## src/rtl/axi_wdata_router_pkg.sv

```systemverilog
// Shared types for the AW-snooping write-data router. With AXI_WDATA_ROUTER_LEN_CHECK_EN
// defined, each grant entry also carries the burst length for the beat counter.
`ifndef AXI_IDS_BITS
`define AXI_IDS_BITS 8
`endif
`ifndef AXI_LEN_BITS
`define AXI_LEN_BITS 4
`endif
`ifndef AXI_DATA_BITS
`define AXI_DATA_BITS 32
`endif
`ifndef AXI_STRB_BITS
`define AXI_STRB_BITS 4
`endif

package axi_wdata_router_pkg;

    typedef logic [1:0] msel_t;

    localparam logic [3:0] MCODE_M0 = 4'b0001;
    localparam logic [3:0] MCODE_M1 = 4'b0010;
    localparam logic [3:0] MCODE_M2 = 4'b0100;

    localparam msel_t SEL_M0 = 2'd0;
    localparam msel_t SEL_M1 = 2'd1;
    localparam msel_t SEL_M2 = 2'd2;

`ifdef AXI_WDATA_ROUTER_LEN_CHECK_EN
    typedef struct packed {
        msel_t                   sel;
        logic [`AXI_LEN_BITS-1:0] len;
    } grant_t;
`else
    typedef struct packed {
        msel_t sel;
    } grant_t;
`endif

endpackage

```

## src/rtl/axi_grant_fifo.sv

```systemverilog
// In-order grant FIFO: one entry per accepted AW, popped at the end of the matching W burst.
module axi_grant_fifo
    import axi_wdata_router_pkg::*;
#(
    parameter int unsigned DEPTH = 4
) (
    input  logic   clk,
    input  logic   rst,
    input  logic   push,
    input  logic   pop,
    input  grant_t din,
    output grant_t dout,
    output logic   full,
    output logic   empty
);

    localparam int unsigned PtrW = $clog2(DEPTH);

    logic [PtrW-1:0] wptr_q, wptr_d;
    logic [PtrW-1:0] rptr_q, rptr_d;
    logic [PtrW:0]   count_q, count_d;
    grant_t          mem_q [DEPTH];
    grant_t          mem_d [DEPTH];

    always_comb begin
        wptr_d  = wptr_q;
        rptr_d  = rptr_q;
        count_d = count_q;
        mem_d   = mem_q;
        if (push) begin
            mem_d[wptr_q] = din;
            wptr_d        = wptr_q + 1'b1;
        end
        if (pop) begin
            rptr_d = rptr_q + 1'b1;
        end
        unique case ({push, pop})
            2'b10:   count_d = count_q + 1'b1;
            2'b01:   count_d = count_q - 1'b1;
            default: count_d = count_q;
        endcase
    end

    always_ff @(posedge clk or posedge rst) begin
        if (rst) begin
            wptr_q  <= '0;
            rptr_q  <= '0;
            count_q <= '0;
        end else begin
            wptr_q  <= wptr_d;
            rptr_q  <= rptr_d;
            count_q <= count_d;
        end
    end

    // Payload storage needs no reset; validity is tracked by count_q.
    always_ff @(posedge clk) begin
        mem_q <= mem_d;
    end

    assign dout  = mem_q[rptr_q];
    assign full  = (count_q == (PtrW + 1)'(DEPTH));
    assign empty = (count_q == '0);

endmodule

```

## src/rtl/axi_wdata_router.sv

```systemverilog
// Steers the W channel of the AW-arbitration winner to the slave, in AW handshake order.
// Optional beat counter / WLAST check enabled by AXI_WDATA_ROUTER_LEN_CHECK_EN.
module axi_wdata_router
    import axi_wdata_router_pkg::*;
#(
    parameter int unsigned DEPTH = 4
) (
    input  logic                      clk,
    input  logic                      rst,
    input  logic [`AXI_IDS_BITS-1:0]  AW_IDS,
    input  logic [`AXI_LEN_BITS-1:0]  AW_LEN,
    input  logic                      AW_VALID_M,
    output logic                      AW_READY_M,
    output logic                      AW_VALID_S,
    input  logic                      AW_READY_S,
    input  logic [`AXI_DATA_BITS-1:0] WDATA_M0,
    input  logic [`AXI_STRB_BITS-1:0] WSTRB_M0,
    input  logic                      WLAST_M0,
    input  logic                      WVALID_M0,
    output logic                      WREADY_M0,
    input  logic [`AXI_DATA_BITS-1:0] WDATA_M1,
    input  logic [`AXI_STRB_BITS-1:0] WSTRB_M1,
    input  logic                      WLAST_M1,
    input  logic                      WVALID_M1,
    output logic                      WREADY_M1,
    input  logic [`AXI_DATA_BITS-1:0] WDATA_M2,
    input  logic [`AXI_STRB_BITS-1:0] WSTRB_M2,
    input  logic                      WLAST_M2,
    input  logic                      WVALID_M2,
    output logic                      WREADY_M2,
    output logic [`AXI_DATA_BITS-1:0] WDATA_S,
    output logic [`AXI_STRB_BITS-1:0] WSTRB_S,
    output logic                      WLAST_S,
    output logic                      WVALID_S,
    input  logic                      WREADY_S,
    output logic                      W_ERR
);

    logic       full, empty, push, pop, w_hs, foreign, mst_last, routed;
    logic [3:0] mcode;
    msel_t      sel;
    grant_t     din, head;
    logic       unused_ids;

    assign mcode      = AW_IDS[`AXI_IDS_BITS-1 -: 4];
    assign unused_ids = ^AW_IDS[`AXI_IDS_BITS-5:0];

    always_comb begin
        sel     = SEL_M0;
        foreign = 1'b0;
        case (mcode)
            MCODE_M0: sel = SEL_M0;
            MCODE_M1: sel = SEL_M1;
            MCODE_M2: sel = SEL_M2;
            default:  foreign = 1'b1;
        endcase
    end

    assign AW_VALID_S = AW_VALID_M & ~full & ~rst;
    assign AW_READY_M = AW_READY_S & ~full & ~rst;
    // Foreign IDs are forwarded to the slave but never own the W channel.
    assign push       = AW_VALID_S & AW_READY_S & ~foreign;

    always_comb begin
        WDATA_S   = '0;
        WSTRB_S   = '0;
        WVALID_S  = 1'b0;
        WREADY_M0 = 1'b0;
        WREADY_M1 = 1'b0;
        WREADY_M2 = 1'b0;
        mst_last  = 1'b0;
        routed    = 1'b0;
        if (!empty) begin
            routed = 1'b1;
            case (head.sel)
                SEL_M0: begin
                    WDATA_S   = WDATA_M0;
                    WSTRB_S   = WSTRB_M0;
                    mst_last  = WLAST_M0;
                    WVALID_S  = WVALID_M0;
                    WREADY_M0 = WREADY_S;
                end
                SEL_M1: begin
                    WDATA_S   = WDATA_M1;
                    WSTRB_S   = WSTRB_M1;
                    mst_last  = WLAST_M1;
                    WVALID_S  = WVALID_M1;
                    WREADY_M1 = WREADY_S;
                end
                SEL_M2: begin
                    WDATA_S   = WDATA_M2;
                    WSTRB_S   = WSTRB_M2;
                    mst_last  = WLAST_M2;
                    WVALID_S  = WVALID_M2;
                    WREADY_M2 = WREADY_S;
                end
                default: routed = 1'b0;
            endcase
        end
    end

    assign w_hs = WVALID_S & WREADY_S;

`ifdef AXI_WDATA_ROUTER_LEN_CHECK_EN
    logic [`AXI_LEN_BITS-1:0] beat_q, beat_d;
    logic                     err_q, err_d;
    logic                     is_last;

    assign din     = '{sel: sel, len: AW_LEN};
    assign is_last = (beat_q == head.len);
    assign pop     = w_hs & is_last;
    assign WLAST_S = routed & is_last;
    assign W_ERR   = err_q;

    always_comb begin
        beat_d = beat_q;
        err_d  = err_q | (w_hs & (mst_last != is_last));
        if (pop) begin
            beat_d = '0;
        end else if (w_hs) begin
            beat_d = beat_q + 1'b1;
        end
    end

    always_ff @(posedge clk or posedge rst) begin
        if (rst) begin
            beat_q <= '0;
            err_q  <= 1'b0;
        end else begin
            beat_q <= beat_d;
            err_q  <= err_d;
        end
    end
`else
    logic unused_len;

    assign unused_len = ^AW_LEN;
    assign din        = '{sel: sel};
    assign pop        = w_hs & mst_last;
    assign WLAST_S    = routed & mst_last;
    assign W_ERR      = 1'b0;
`endif

    axi_grant_fifo #(
        .DEPTH (DEPTH)
    ) u_grant_fifo (
        .clk   (clk),
        .rst   (rst),
        .push  (push),
        .pop   (pop),
        .din   (din),
        .dout  (head),
        .full  (full),
        .empty (empty)
    );

endmodule

```

## config.mk

```make
export PLATFORM = sky130hd
export DESIGN_NAME = axi_wdata_router
export DESIGN_NICKNAME = d
export VERILOG_FILES = /design/src/rtl/axi_wdata_router_pkg.sv /design/src/rtl/axi_grant_fifo.sv /design/src/rtl/axi_wdata_router.sv
export SDC_FILE = /design/constraint.sdc
export NUM_CORES = 1
export LEC_CHECK = 0
export BUFFER_PORTS_ARGS = -buffer_cell sky130_fd_sc_hd__buf_4
export CAP_MARGIN = 0
export CORE_MARGIN = 4
export CORE_UTILIZATION = 41
export CTS_BUF_LIST = sky130_fd_sc_hd__clkbuf_8
export DETAILED_ROUTE_END_ITERATION = 8
export MAX_ROUTING_LAYER = met4
export PLACE_DENSITY = 0.95
export SLEW_MARGIN = 20
export SYNTH_ARGS = -nofsm -noshare
export SYNTH_HDL_FRONTEND = slang
export SYNTH_SLANG_ARGS = --single-unit
```

## constraint.sdc

```tcl
create_clock -name clk -period 4.21 [get_ports clk]
set_input_delay 0.2105 -clock clk [delete_from_list [all_inputs] [get_ports clk]]
set_output_delay 0.2105 -clock clk [all_outputs]
set_load 0.005 [all_outputs]
```

==> results of run 1 <==
worst max-delay path: cells and delay by family (launching register included):
kind            cells  cell delay, ps
compound gates      1             340
xor+xnor            2             300
fa+ha+maj           2             590
buf+inv             1              60
flops               1             500
mux                 2            1150
simple gates        2             380
stage by stage:
stage / utilization / instances
after floorplan: - / 234
after global placement: 0.736 / 435
after detailed placement: 0.736 / 435
after CTS: 0.749 / 440
after global routing: 0.749 / 440
final: 0.749 / 440
routing by layer:
| layer | track usage | wire [um] | vias up |
|---|---|---|---|
| met3 | 0.0459 | 790 | 16 |
| met5 | - | 0 | - |
| met2 | 0.460 | 3760 | 132 |
| li1 | - | - | 1107 |
| met4 | 0.0604 | 132 | 0 |
| met1 | 0.263 | 2380 | 1043 |
state kept, by name, summed over array words and instances, names as in the netlist:
name and cells:
u_grant_fifo.rptr_q 2, u_grant_fifo.wptr_q 2, u_grant_fifo.count_q 3, u_grant_fifo.mem_q 8
cell families (layout without fill, tap and decap cells):
| kind of cell | after synthesis | after routing | synth area share |
|---|---|---|---|
| compound gates | 41 | 41 | 0.122 |
| xor+xnor | 7 | 7 | 0.0342 |
| fa+ha+maj | 6 | 6 | 0.0461 |
| buf+inv | 25 | 181 | 0.0691 |
| flops | 15 | 15 | 0.232 |
| mux | 45 | 45 | 0.267 |
| other cells | 1 | 1 | 0.00209 |
| simple gates | 94 | 94 | 0.228 |
timing repair:
action	CTS	global route
gates resized for setup	0	0
endpoints found under the hold margin	7	0
hold buffers	1	0
setup endpoints to repair	0	0
worst max-delay path by stage:
stage	startpoint	slack [ps]	end
final	u_grant_fifo.rptr_q[0]	800	u_grant_fifo.count_q[2]
after global routing	u_grant_fifo.rptr_q[0]	640	u_grant_fifo.count_q[2]
after CTS	u_grant_fifo.rptr_q[0]	820	u_grant_fifo.count_q[2]
after detailed placement	u_grant_fifo.rptr_q[0]	840	u_grant_fifo.count_q[2]
after global placement	u_grant_fifo.rptr_q[0]	960	u_grant_fifo.count_q[2]
after floorplan	u_grant_fifo.rptr_q[0]	1520	u_grant_fifo.count_q[2]
area by class of cell:
class | count | share of cell area
Multi-Input combinational cell | 194 | 0.408
Clock buffer | 3 | 0.0134
Timing Repair Buffer | 169 | 0.412
Tap cell | 50 | 0.0203
Sequential cell | 15 | 0.135
Inverter | 8 | 0.00974
Clock inverter | 1 | 0.00162
Yosys cell counts, types with 2 or more instances:
cell,count
sky130_fd_sc_hd__a21oi_1,36
sky130_fd_sc_hd__and2_1,7
sky130_fd_sc_hd__buf_2,6
sky130_fd_sc_hd__buf_4,2
sky130_fd_sc_hd__buf_6,2
sky130_fd_sc_hd__clkbuf_1,7
sky130_fd_sc_hd__dfrtp_1,7
sky130_fd_sc_hd__edfxtp_1,8
sky130_fd_sc_hd__ha_1,5
sky130_fd_sc_hd__inv_1,8
sky130_fd_sc_hd__mux2_2,2
sky130_fd_sc_hd__mux2i_1,41
sky130_fd_sc_hd__mux4_2,2
sky130_fd_sc_hd__nand2_1,2
sky130_fd_sc_hd__nor2_1,73
sky130_fd_sc_hd__nor3_1,3
sky130_fd_sc_hd__nor4b_1,2
sky130_fd_sc_hd__o21ai_0,2
sky130_fd_sc_hd__xnor2_1,3
sky130_fd_sc_hd__xor2_1,4
power breakdown:
group	internal (mW)	switching (mW)
sequential	0.190	0.0487
combinational	0.682	0.667
clock	0.0653	0.0462
total	0.938	0.762
==> results.toml, run 1 <==
[place]
post-dp-hpwl_um = 5700
post-place-ws_ps = 836
portBuffers = 165
placed_area_mm2 = 0.00303
gp_congestion = 0.852

[synthesis]
syn-num-nets = 371
number_of_library_cell_types_mapped_by_synthesis = 32
synth-seq-cells = 15
synth_async_sr_flop_share = 0.467
ys_seq_area_frac = 0.232
netlist.top_cell.by_area = "sky130_fd_sc_hd__mux2i_1"
post_synth.cell_area_avg_um2 = 7.66
synthTopCellsByArea = "sky130_fd_sc_hd__mux2i_1 23%, sky130_fd_sc_hd__nor2_1 15%, sky130_fd_sc_hd__edfxtp_1 13%"
syn_warnings = 0
netlist.area_leader.share = 0.229
synth_cells = 234
synth_edf_count = 8
post_synth_instance_area_mm2 = 0.00179
synth_ff_type = "sky130_fd_sc_hd__edfxtp_1"

[hold_path]
startpoint_of_the_tightest_hold_check_path = "WREADY_S"
timing.hold.worst_path_depth = 3
hold_path_end = "u_grant_fifo.rptr_q[1]"
min_path_type = "in -> reg"

[setup_path]
worst_setup_end_kind = "flop"
required_time_of_the_worst_setup_path_ps = 4370
r2r-end = "u_grant_fifo.count_q[2]"
worstPathCellList = "mux4_2 > mux2i_1 > o32ai_2 > and3_1 > ha_1 > inv_1 > fa_1 > xor2_1 > nor2_1 > xor2_1"
path_common_cell = "sky130_fd_sc_hd__xor2_1"
arrival_worst_endpoint_ps = 3580
crit_type = "reg -> reg"
timing.rr.start = "u_grant_fifo.rptr_q[0]"
timing.critical_path.fanout_max = 41
reg2regPathDepth = 10
setup.reg_to_reg.worst_slack_ps = 800
timing.critical_path.slowest_cell_delay_ps = 910
crit_path_top_delay_cell = "sky130_fd_sc_hd__mux4_2"
setup.worst_path.start_class = "flop"

[cells_and_area]
total_number_of_nets_in_the_final_design = 528
multi_input_area_mm2 = 0.00126
layout.cells.most_common_list = "168 x sky130_fd_sc_hd__buf_4, 73 x sky130_fd_sc_hd__nor2_1, 41 x sky130_fd_sc_hd__mux2i_1, 36 x sky130_fd_sc_hd__a21oi_1"
final_design_area_no_fill_mm2 = 0.00308
final_common_cell = "sky130_fd_sc_hd__buf_4"
layout.filler_cells = 283
final-seq-area_um2 = 415
diodes = 0
flow.area_growth_from_synthesis_pct = 72.0
layout-drive-gt1-share = 0.462

[clock_tree]
clk_slew_on_worst_s_h_paths_ps = 60
cts.root.buffer_cell = "sky130_fd_sc_hd__clkbuf_8"
worstSkewPairLatency_ps = 240
post_cts_buffers = 0
cts_made_buffers = 3
cts_tree = "done"
clockBufferDepth = 2
clock_tree.htree_level_count = 1
clock-sinks = 15

[sta]
grt_setup_unrepaired = "no"
finalSetupViolCount = 0
layout_min_cycle_time_ps = 3410
holdWs_ps = 303
setup_tns_final_ps = 0
fin_crit_sh = 0.811
timing.max_slew.rel_slack = 0.450
slew_violations = 0
worstMarginPinSlew_ps = 814
max_clock_freq_ghz = 0.293
setup_ws_ps = 798
fin_worst_skew_ps = 1.68
hold_viol = 0

[detailed_routing]
post_route_ant_nets = 0
route.detailed.wl_per_inst_um = 16.1
route.vias.total = 2298
detail_route.vias_per_cell = 5.22
drt-total-wl_um = 7070
detailedRoute.firstPassIterationCount = 4
route.detailed.drc = 0
drt_iter0_drc = 108

[floorplan]
design.die.area_mm2 = 0.00550
rows = 23
die_height_um = 74.1
io_pins = 175
coreArea_mm2 = 0.00412
floorplan.initialDensity = 0.436
fp.dieW_um = 74.1

[pwr]
vdd_drop_max_v = 0.000366
power.leakage_nw = 1.65
post-layout-total-power_mw = 1.70
power_per_cell_area_mw_per_mm2 = 551

[grt]
wire_length_of_the_first_global_routing_pass_um = 10600
grt.overflow.total = 0
grt_antenna_before_repair = 0
grt_max_degree = 42
grt_util_all_layers = 0.245
via_count_of_the_first_global_routing_pass = 2325

[status]
run_status = "finished, final reports clean"

[job]
drv_cap = 0
Note: power is estimated with default switching activity, not from simulation.
==> run 2, diff against run 1 <==
CORE_UTILIZATION = 38   (was 41)
PLACE_DENSITY = 0.92   (was 0.95)
clock period = 3.3 ns   (was 4.21 ns; I/O delays follow)
==> run 2 against run 1 <==
Sequential power grew 28%. Design area is 1.2% higher. Sequential share of layout area down 0.16 points. Combinational power increased by 30%. Power up 30%. Clock-buffer cell count stayed put. Via count down 0.61%. Flip-flop and latch count is the same. Register-to-register slack worse by 500 ps. Clock skew barely moved. Global-route usage fell by 1.4 points. Largest power group unchanged.
==> results.toml, run 2 (synthesis gave the netlist of run 1 again) <==
[floorplan]
die_height_um = 76.7
io_pins = 175
coreArea_mm2 = 0.00447
rows = 24
floorplan.initialDensity = 0.401
fp.dieW_um = 76.7
design.die.area_mm2 = 0.00588

[sta]
max_clock_freq_ghz = 0.333
holdWs_ps = 260
layout_min_cycle_time_ps = 3000
timing.max_slew.rel_slack = 0.591
setup_tns_final_ps = 0
fin_worst_skew_ps = 1.64
worstMarginPinSlew_ps = 604
slew_violations = 0
grt_setup_unrepaired = "no"
finalSetupViolCount = 0
hold_viol = 0
fin_crit_sh = 0.909
setup_ws_ps = 300

[setup_path]
crit_path_top_delay_cell = "sky130_fd_sc_hd__mux4_2"
timing.rr.start = "u_grant_fifo.rptr_q[0]"
crit_type = "reg -> reg"
arrival_worst_endpoint_ps = 3170
required_time_of_the_worst_setup_path_ps = 3470
setup.worst_path.start_class = "flop"
setup.reg_to_reg.worst_slack_ps = 300
reg2regPathDepth = 10
worst_setup_end_kind = "flop"
worstPathCellList = "mux4_2 > nand2b_1 > o22ai_1 > and3_1 > ha_1 > inv_1 > fa_1 > xor2_1 > nor2_1 > xor2_1"
path_common_cell = "sky130_fd_sc_hd__xor2_1"
r2r-end = "u_grant_fifo.count_q[2]"
timing.critical_path.fanout_max = 6
timing.critical_path.slowest_cell_delay_ps = 610

[detailed_routing]
drt_iter0_drc = 76
post_route_ant_nets = 0
detail_route.vias_per_cell = 5.13
drt-total-wl_um = 6740
route.vias.total = 2284
detailedRoute.firstPassIterationCount = 5
route.detailed.wl_per_inst_um = 15.1
route.detailed.drc = 0

[hold_path]
hold_path_end = "u_grant_fifo.mem_q[0]"
timing.hold.worst_path_depth = 2
min_path_type = "in -> reg"
startpoint_of_the_tightest_hold_check_path = "AW_IDS[7]"

[clock_tree]
cts_tree = "done"
worstSkewPairLatency_ps = 240
clockBufferDepth = 2
clk_slew_on_worst_s_h_paths_ps = 60
post_cts_buffers = 0
cts_made_buffers = 3
hold_buffers = 1
post_cts_resize_count = 0
clock_tree.htree_level_count = 1
cts.root.buffer_cell = "sky130_fd_sc_hd__clkbuf_8"
clock-sinks = 15

[place]
gp_congestion = 0.821
post-place-ws_ps = 357
portBuffers = 165
post-dp-hpwl_um = 5540

[grt]
via_count_of_the_first_global_routing_pass = 2355
grt.overflow.total = 0
grt_util_all_layers = 0.232
wire_length_of_the_first_global_routing_pass_um = 11100
grt_max_degree = 37
grt_antenna_before_repair = 0

[cells_and_area]
final_common_cell = "sky130_fd_sc_hd__buf_4"
diodes = 0
flow.area_growth_from_synthesis_pct = 74.0
total_number_of_nets_in_the_final_design = 531
final-seq-area_um2 = 415
largest_register_ff_count = 8
layout.cells.most_common_list = "170 x sky130_fd_sc_hd__buf_4, 73 x sky130_fd_sc_hd__nor2_1, 41 x sky130_fd_sc_hd__mux2i_1, 36 x sky130_fd_sc_hd__a21oi_1, 9 x sky130_fd_sc_hd__inv_1"
biggestRegsByFlops = "u_grant_fifo.mem_q (8), u_grant_fifo.count_q (3)"
layout.filler_cells = 364
max_flop_register = "u_grant_fifo.mem_q"
multi_input_area_mm2 = 0.00126
layout-drive-gt1-share = 0.463

[pwr]
power_per_cell_area_mw_per_mm2 = 706
power.leakage_nw = 1.67
vdd_drop_max_v = 0.000459

[status]
run_status = "finished, final reports clean"

[job]
drv_cap = 0
-- run 2: changes by cell type in the layout (fill, tap and decap cells not counted), sizes merged --
cell	previous run	this run
buf	168	171
clkinv	1	0
inv	8	9
-- run 2: final cells by class --
class	count	area share
well taps	52	0.0209
multi-input cells	194	0.403
clock buffers	3	0.0132
repair buffers	172	0.419
clock inverters	1	0.00120
flip-flops and latches	15	0.133
inverters	8	0.00962
-- run 2: critical path: cells and delay by family, from the launching register on --
kind	cells	cell delay [ps]
flip-flops	1	510
XOR/XNOR	2	300
adder cells (fa/ha/maj)	2	590
multiplexers	1	610
buffers and inverters	1	70
AO/OA/AOI/OAI	1	270
AND/OR/NAND/NOR	3	560
-- run 2: where the power goes --
part / internal (mW) / total [mW] / switching (mW)
combinational: 0.910 / 1.76 / 0.846
sequential: 0.242 / 0.305 / 0.0625
clock: 0.0823 / 0.142 / 0.0600
total: 1.23 / 2.20 / 0.968
-- run 2: how the worst max path moves through the flow --
stage / startpoint / to / depth (start not counted)
CTS: u_grant_fifo.rptr_q[0] / u_grant_fifo.count_q[2] / 10
floorplan: u_grant_fifo.rptr_q[0] / u_grant_fifo.count_q[2] / 11
global route: u_grant_fifo.rptr_q[0] / u_grant_fifo.count_q[2] / 10
finish: u_grant_fifo.rptr_q[0] / u_grant_fifo.count_q[2] / 10
detailed placement: u_grant_fifo.rptr_q[0] / u_grant_fifo.count_q[2] / 10
global placement: u_grant_fifo.rptr_q[0] / u_grant_fifo.count_q[2] / 10
-- run 2: routing by layer --
metal / vias up / share of wire / GRT usage
met4: 0 / 0.017 / 0.0616
met3: 12 / 0.074 / 0.0457
met2: 106 / 0.54 / 0.432
met5: - / 0 / -
li1: 1120 / - / -
met1: 1046 / 0.37 / 0.248
-- run 2: through the flow --
| step | util | area (um^2) | power [mW] | cells |
|---|---|---|---|---|
| after global placement | 0.685 | 3070 | 2.02 | 440 |
| after detailed placement | 0.685 | 3070 | 2.07 | 440 |
| after CTS | 0.697 | 3120 | 2.22 | 445 |
| after global routing | 0.697 | 3120 | 2.40 | 445 |
| after floorplan | - | 1790 | 1.31 | 234 |
| final | 0.697 | 3120 | 2.20 | 445 |
